===== src/rtl/shift_reg_burst_if.sv =====
// Signal bundle for shift_reg_burst: shift strobe, mode/burst control, parallel load and results.
interface shift_reg_burst_if #(
    parameter int unsigned WIDTH = 31,
    parameter int unsigned CNT_W = 5
);
    logic             clk_in;
    logic             serial_in;
    logic [1:0]       mode;
    logic             set;
    logic [WIDTH-1:0] preset_value;
    logic             start;
    logic [CNT_W-1:0] shift_len;
    logic [WIDTH-1:0] out;
    logic             serial_out;
    logic             busy;
    logic             done;

    modport master (
        output clk_in, serial_in, mode, set, preset_value, start, shift_len,
        input  out, serial_out, busy, done
    );

    modport slave (
        input  clk_in, serial_in, mode, set, preset_value, start, shift_len,
        output out, serial_out, busy, done
    );
endinterface


===== src/rtl/shift_reg_burst.sv =====
// Strobe-driven shift register with shift-in, rotate, hold and counted-burst modes.
// One shift per rising edge of the qzt-synchronous clk_in strobe.
module shift_reg_burst #(
    parameter int unsigned WIDTH = 31,
    parameter int unsigned CNT_W = 5,
    parameter bit          DIR   = 1'b0
) (
    input logic              qzt_clk,
    input logic              reset_n,
    shift_reg_burst_if.slave bus
);

    typedef enum logic [1:0] {StIdle, StBusy, StDone} state_e;

    state_e           state_q;
    logic [WIDTH-1:0] out_q;
    logic             serial_out_q;
    logic             clk_in_q;
    logic [CNT_W-1:0] cnt_q;

    logic             shift_evt;
    logic             exit_bit;
    logic [WIDTH-1:0] shift_in_d;
    logic [WIDTH-1:0] rotate_d;

    always_comb begin
        shift_evt = bus.clk_in & ~clk_in_q;
        if (DIR) begin
            exit_bit   = out_q[WIDTH-1];
            shift_in_d = {out_q[WIDTH-2:0], bus.serial_in};
            rotate_d   = {out_q[WIDTH-2:0], out_q[WIDTH-1]};
        end else begin
            exit_bit   = out_q[0];
            shift_in_d = {bus.serial_in, out_q[WIDTH-1:1]};
            rotate_d   = {out_q[0], out_q[WIDTH-1:1]};
        end
    end

    always_ff @(posedge qzt_clk) begin
        // Strobe history runs through reset and set so release never sees a false edge.
        clk_in_q <= bus.clk_in;
        if (!reset_n) begin
            state_q      <= StIdle;
            out_q        <= '0;
            serial_out_q <= 1'b0;
            cnt_q        <= '0;
        end else if (bus.set) begin
            out_q   <= bus.preset_value;
            state_q <= StIdle;
        end else begin
            unique case (state_q)
                StIdle: begin
                    if (bus.mode == 2'b10) begin
                        if (bus.start) begin
                            if (bus.shift_len != '0) begin
                                cnt_q   <= bus.shift_len;
                                state_q <= StBusy;
                            end else begin
                                state_q <= StDone;
                            end
                        end
                    end else if (shift_evt && bus.mode == 2'b00) begin
                        out_q        <= shift_in_d;
                        serial_out_q <= exit_bit;
                    end else if (shift_evt && bus.mode == 2'b01) begin
                        out_q        <= rotate_d;
                        serial_out_q <= exit_bit;
                    end
                end
                StBusy: begin
                    if (shift_evt) begin
                        out_q        <= shift_in_d;
                        serial_out_q <= exit_bit;
                        cnt_q        <= cnt_q - 1'b1;
                        if (cnt_q == CNT_W'(1)) begin
                            state_q <= StDone;
                        end
                    end
                end
                StDone:  state_q <= StIdle;
                default: state_q <= StIdle;
            endcase
        end
    end

    assign bus.out        = out_q;
    assign bus.serial_out = serial_out_q;
    assign bus.busy       = (state_q == StBusy);
    assign bus.done       = (state_q == StDone);

endmodule


===== src/flat_wrapper.sv =====
// flat-port wrapper written by rule: the top's interface ports become plain ports
module shift_reg_burst_flat 
#(
    parameter int unsigned WIDTH = 31,
    parameter int unsigned CNT_W = 5,
    parameter bit          DIR   = 1'b0
)
  (qzt_clk, reset_n, bus_clk_in, bus_serial_in, bus_mode, bus_set, bus_preset_value, bus_start, bus_shift_len, bus_out, bus_serial_out, bus_busy, bus_done);
  shift_reg_burst_if #(.WIDTH(WIDTH), .CNT_W(CNT_W)) bus_i ();
  input logic qzt_clk;
  input logic reset_n;
  input wire logic [$bits(bus_i.clk_in)-1:0] bus_clk_in;
  input wire logic [$bits(bus_i.serial_in)-1:0] bus_serial_in;
  input wire logic [$bits(bus_i.mode)-1:0] bus_mode;
  input wire logic [$bits(bus_i.set)-1:0] bus_set;
  input wire logic [$bits(bus_i.preset_value)-1:0] bus_preset_value;
  input wire logic [$bits(bus_i.start)-1:0] bus_start;
  input wire logic [$bits(bus_i.shift_len)-1:0] bus_shift_len;
  output wire logic [$bits(bus_i.out)-1:0] bus_out;
  output wire logic [$bits(bus_i.serial_out)-1:0] bus_serial_out;
  output wire logic [$bits(bus_i.busy)-1:0] bus_busy;
  output wire logic [$bits(bus_i.done)-1:0] bus_done;
  assign bus_i.clk_in = bus_clk_in;
  assign bus_i.serial_in = bus_serial_in;
  assign bus_i.mode = bus_mode;
  assign bus_i.set = bus_set;
  assign bus_i.preset_value = bus_preset_value;
  assign bus_i.start = bus_start;
  assign bus_i.shift_len = bus_shift_len;
  assign bus_out = bus_i.out;
  assign bus_serial_out = bus_i.serial_out;
  assign bus_busy = bus_i.busy;
  assign bus_done = bus_i.done;
  shift_reg_burst #(.WIDTH(WIDTH), .CNT_W(CNT_W), .DIR(DIR)) u_core (.qzt_clk(qzt_clk), .reset_n(reset_n), .bus(bus_i));
endmodule

===== config.mk =====
export PLATFORM = sky130hd
export DESIGN_NAME = shift_reg_burst_flat
export DESIGN_NICKNAME = d
export VERILOG_FILES = /design/src/rtl/shift_reg_burst_if.sv /design/src/rtl/shift_reg_burst.sv /design/src/flat_wrapper.sv
export SDC_FILE = /design/constraint.sdc
export NUM_CORES = 1
export LEC_CHECK = 0
export CAP_MARGIN = 10
export CORE_MARGIN = 10
export CORE_UTILIZATION = 36
export DETAILED_ROUTE_END_ITERATION = 12
export PLACE_DENSITY_LB_ADDON = 0.25
export SYNTH_ARGS = -nofsm -noshare
export SYNTH_HDL_FRONTEND = slang
export SYNTH_SLANG_ARGS = --single-unit
export TNS_END_PERCENT = 1

===== constraint.sdc =====
create_clock -name qzt_clk -period 2.05 [get_ports qzt_clk]
set_clock_uncertainty 0.15 [all_clocks]
set_input_delay 0.41 -clock qzt_clk [delete_from_list [all_inputs] [get_ports qzt_clk]]
set_output_delay 0.41 -clock qzt_clk [all_outputs]
set_load 0.01 [all_outputs]

==> flow_metrics.tcl <==
set metrics [dict create \
    synth-edff-count 0 \
    gp_congestion 0.830 \
    syn_area_mm2 0.00198 \
    clk_latency_ns 0.28 \
    drt_iter0_drc 141 \
    met1_usage 0.152 \
    rsz0062_at_grt "no" \
    p_per_area_mw_per_mm2 595 \
    p_sw_w 0.000456 \
    cp-start-kind "register" \
    gr-usage-met2 0.173 \
    dp_cells 354 \
    leakage_nw 1.25 \
    worstSetupEndpointType "output pin" \
    boundaryPins 78 \
    clock_power_share 0.282 \
    die_area_mm2 0.00886 \
    avgSynthCellArea_um2 9.43 \
    synth_warnings 0 \
    drv_slew 0 \
    maxCapViolCount 0 \
    worstPathRequired_ns 1.49 \
    die_h_um 94.2 \
    fin_crit_ns 1.97 \
    fillers 498 \
    setup_tns_ns 0 \
    synth_top_family_by_area "compound AO/OA/AOI/OAI gates" \
    crit_type "reg2out" \
    fin_area_mm2 0.00294 \
    start_util 0.380 \
    grt_start_max_net_pins 62 \
    yosysTopAreaCellShare 0.405 \
    post_cts_buffers 0 \
    tightest_slew_ns 0.313 \
    cts_sinks 40 \
    finalHoldViolCount 0 \
    synth.top_cells.by_area "dfxtp_1, mux2i_1, a21oi_1" \
    synth_compound_area_frac 0.238 \
    cp.arrival_ns 1.41 \
    slew_headroom 0.791 \
    routed_wl_um 5380 \
    busiest_layer "met2" \
    io_buffers 77 \
    synth_area_leader_cell "dfxtp_1" \
    synth-xor-area-share 0 \
    crit_slowest_cell "clkdlybuf4s50_1" \
    max_stage_delay_ns 0.55 \
    async_reset_ff_frac 0 \
    path_clk_slew_ns 0.07 \
    wire_per_inst_um 14.9 \
    cp_max_fo 5 \
    ir_drop_mv 0.375 \
    path_cells "inv_1 -> nor2_1 -> clkdlybuf4s50_1" \
    synth_mux_area_frac 0.162 \
    ys_ff_latch 40 \
    dr.pass1.iters 4 \
    grtUsageMet3 0.0552 \
    overflow 0 \
    place_area_mm2 0.00285 \
    areaGrowthSynthToFinish_pct 48.3 \
    clockRootBuffer "clkbuf_8" \
    worst_hold_path_type "reg2reg" \
    syn_inst 210 \
    final.period_utilization 0.959 \
    swShare 0.261 \
    cts_made_buffers 5 \
    fin_cells 361 \
    diodes 0 \
    synthSimpleGateAreaFrac 0.111 \
    power.internal_w 0.00129 \
    cts_tree "done" \
    grt_pass1_vias 1776 \
    post-route-drc-count 0 \
    row_count 26 \
    htree_levels 2 \
    viasPerCell 4.98 \
    synthAdderAreaFrac 0.0126 \
    dp_hpwl_um 4070 \
    fin_nets 337 \
    status "completed" \
    synth_ff_type "dfxtp_1" \
    grt_usage 0.120 \
    pwr-share-comb 0.223 \
    finalSetupViolCount 0 \
    grt_pass1_wl_um 8670 \
    max_freq_mhz 509 \
    chipWidth_um 94.2 \
    dr_total_vias 1798 \
    seq_area_frac_synth 0.405 \
    clk_path_buf_depth 2 \
    synth_cell_type_count 35 \
    layout-drive-gt1-share 0.103 \
    holdBufCountCts 0 \
    coreArea_mm2 0.00520 \
    detail-route-antenna-nets 0 \
    pwr-share-seq 0.496 \
    syn-num-nets 256 \
    antenna_found_initial 0 \
]
cell families (layout without fill, tap and decap cells):
logic type	Yosys count	count (layout)
muxes	32	32
DFF	40	40
AOI/OAI and AO/OA	80	80
buffers and inverters	21	102
adders and majority gates	2	2
and+or+nand+nor	35	35
final cells by class:
type	count	area, um^2	area share
Clock buffer	5	68.8	0.0234
Inverter	6	22.5	0.00767
Timing Repair Buffer	89	901	0.307
Sequential cell	40	802	0.273
Multi-Input combinational cell	149	1040	0.355
Clock inverter	2	12.5	0.00426
Tap cell	70	87.6	0.0298
layout by cell type, fill, tap and decap left out, types with 2 or more instances in the layout:
cell type	synthesis	routed
clkdlybuf4s50_1	0	76
dfxtp_1	40	39
mux2i_1	32	32
o21ai_0	31	31
a21oi_1	31	31
nand2_1	10	10
buf_4	0	8
nor2_1	5	5
clkbuf_8	0	5
inv_1	4	4
nand2b_1	3	3
a31o_2	3	3
buf_12	3	3
nand2b_4	2	2
clkinv_1	2	2
a32oi_1	2	2
nand3b_1	2	2
or4_1	2	2
o31ai_1	2	2
a31oi_1	2	2
o211ai_1	2	2
a21boi_0	2	2
nor2b_1	2	2
nand3_1	2	2
nor3b_1	2	2
ha_1	2	2
synthesized netlist by cell type (2+ instances only):
cell type	instances
a21oi_1	31
a31o_2	3
nor2_1	5
a32oi_1	2
nor3b_1	2
ha_1	2
o31ai_1	2
nand3b_1	2
nand2b_4	2
nand2b_1	3
nor2b_1	2
nand2_1	10
clkinv_1	2
a21boi_0	2
o211ai_1	2
o21ai_0	31
a31oi_1	2
dfxtp_1	40
buf_12	3
clkbuf_1	10
buf_6	2
nand3_1	2
inv_1	4
mux2i_1	32
or4_1	2
path summary, 6_finish.rpt:
kind | from | end | slack, ns | cells after the start
worst min-delay path | u_core.cnt_q[1] | u_core.cnt_q[1] | 0.34 | 2
worst max register to register | u_core.state_q[0] | u_core.cnt_q[0] | 0.36 | 6
worst max-delay path | u_core.state_q[1] | bus_done | 0.08 | 3
worst min register to register | u_core.cnt_q[1] | u_core.cnt_q[1] | 0.34 | 2
worst max-delay path: cells and delay by family (launching register included):
family | cells | cell delay [ns]
buffers and inverters | 2 | 0.62
flip-flops | 1 | 0.39
AND/OR/NAND/NOR | 1 | 0.11
state kept, by name (all words and copies together), names as in the netlist:
signal	count
u_core.cnt_q	5
u_core.bus.out	31
u_core.clk_in_q	1
u_core.state_q	2
u_core.bus.serial_out	1
through the flow:
step	hold WS, ns	setup slack [ns]	power [W]	util
2_1_floorplan	0.288	0.397	0.00105	-
6_report	0.340	0.0838	0.00175	0.564
3_5_place_dp	0.332	-0.221	0.00128	0.547
3_3_place_gp	0.331	-0.177	0.00127	0.547
4_1_cts	0.343	0.0537	0.00177	0.563
5_1_grt	0.373	0.0163	0.00184	0.564
routing by layer:
| layer | part of all wire | up-vias | wire length, um |
|---|---|---|---|
| met5 | 0 | - | 0 |
| met4 | 0.011 | 0 | 59 |
| met3 | 0.11 | 6 | 598 |
| met2 | 0.43 | 62 | 2300 |
| met1 | 0.45 | 803 | 2420 |
| li1 | - | 927 | - |
power by group through the flow:
stage          clock network, W  registers [W]  logic, W
4_1_cts                0.000514       0.000866  0.000393
5_1_grt                0.000539       0.000874  0.000426
6_report               0.000492       0.000866  0.000389
3_3_place_gp                  0       0.000883  0.000389
3_5_place_dp                  0       0.000884  0.000392
2_1_floorplan                 0       0.000897  0.000157
timing repair:
| item | 4_1_cts | 5_1_grt |
|---|---|---|
| cloned | 0 | 0 |
| resized for setup | 3 | 1 |
| endpoints found under the setup margin | 2 | 1 |
Power figures use the tool's default switching activity.
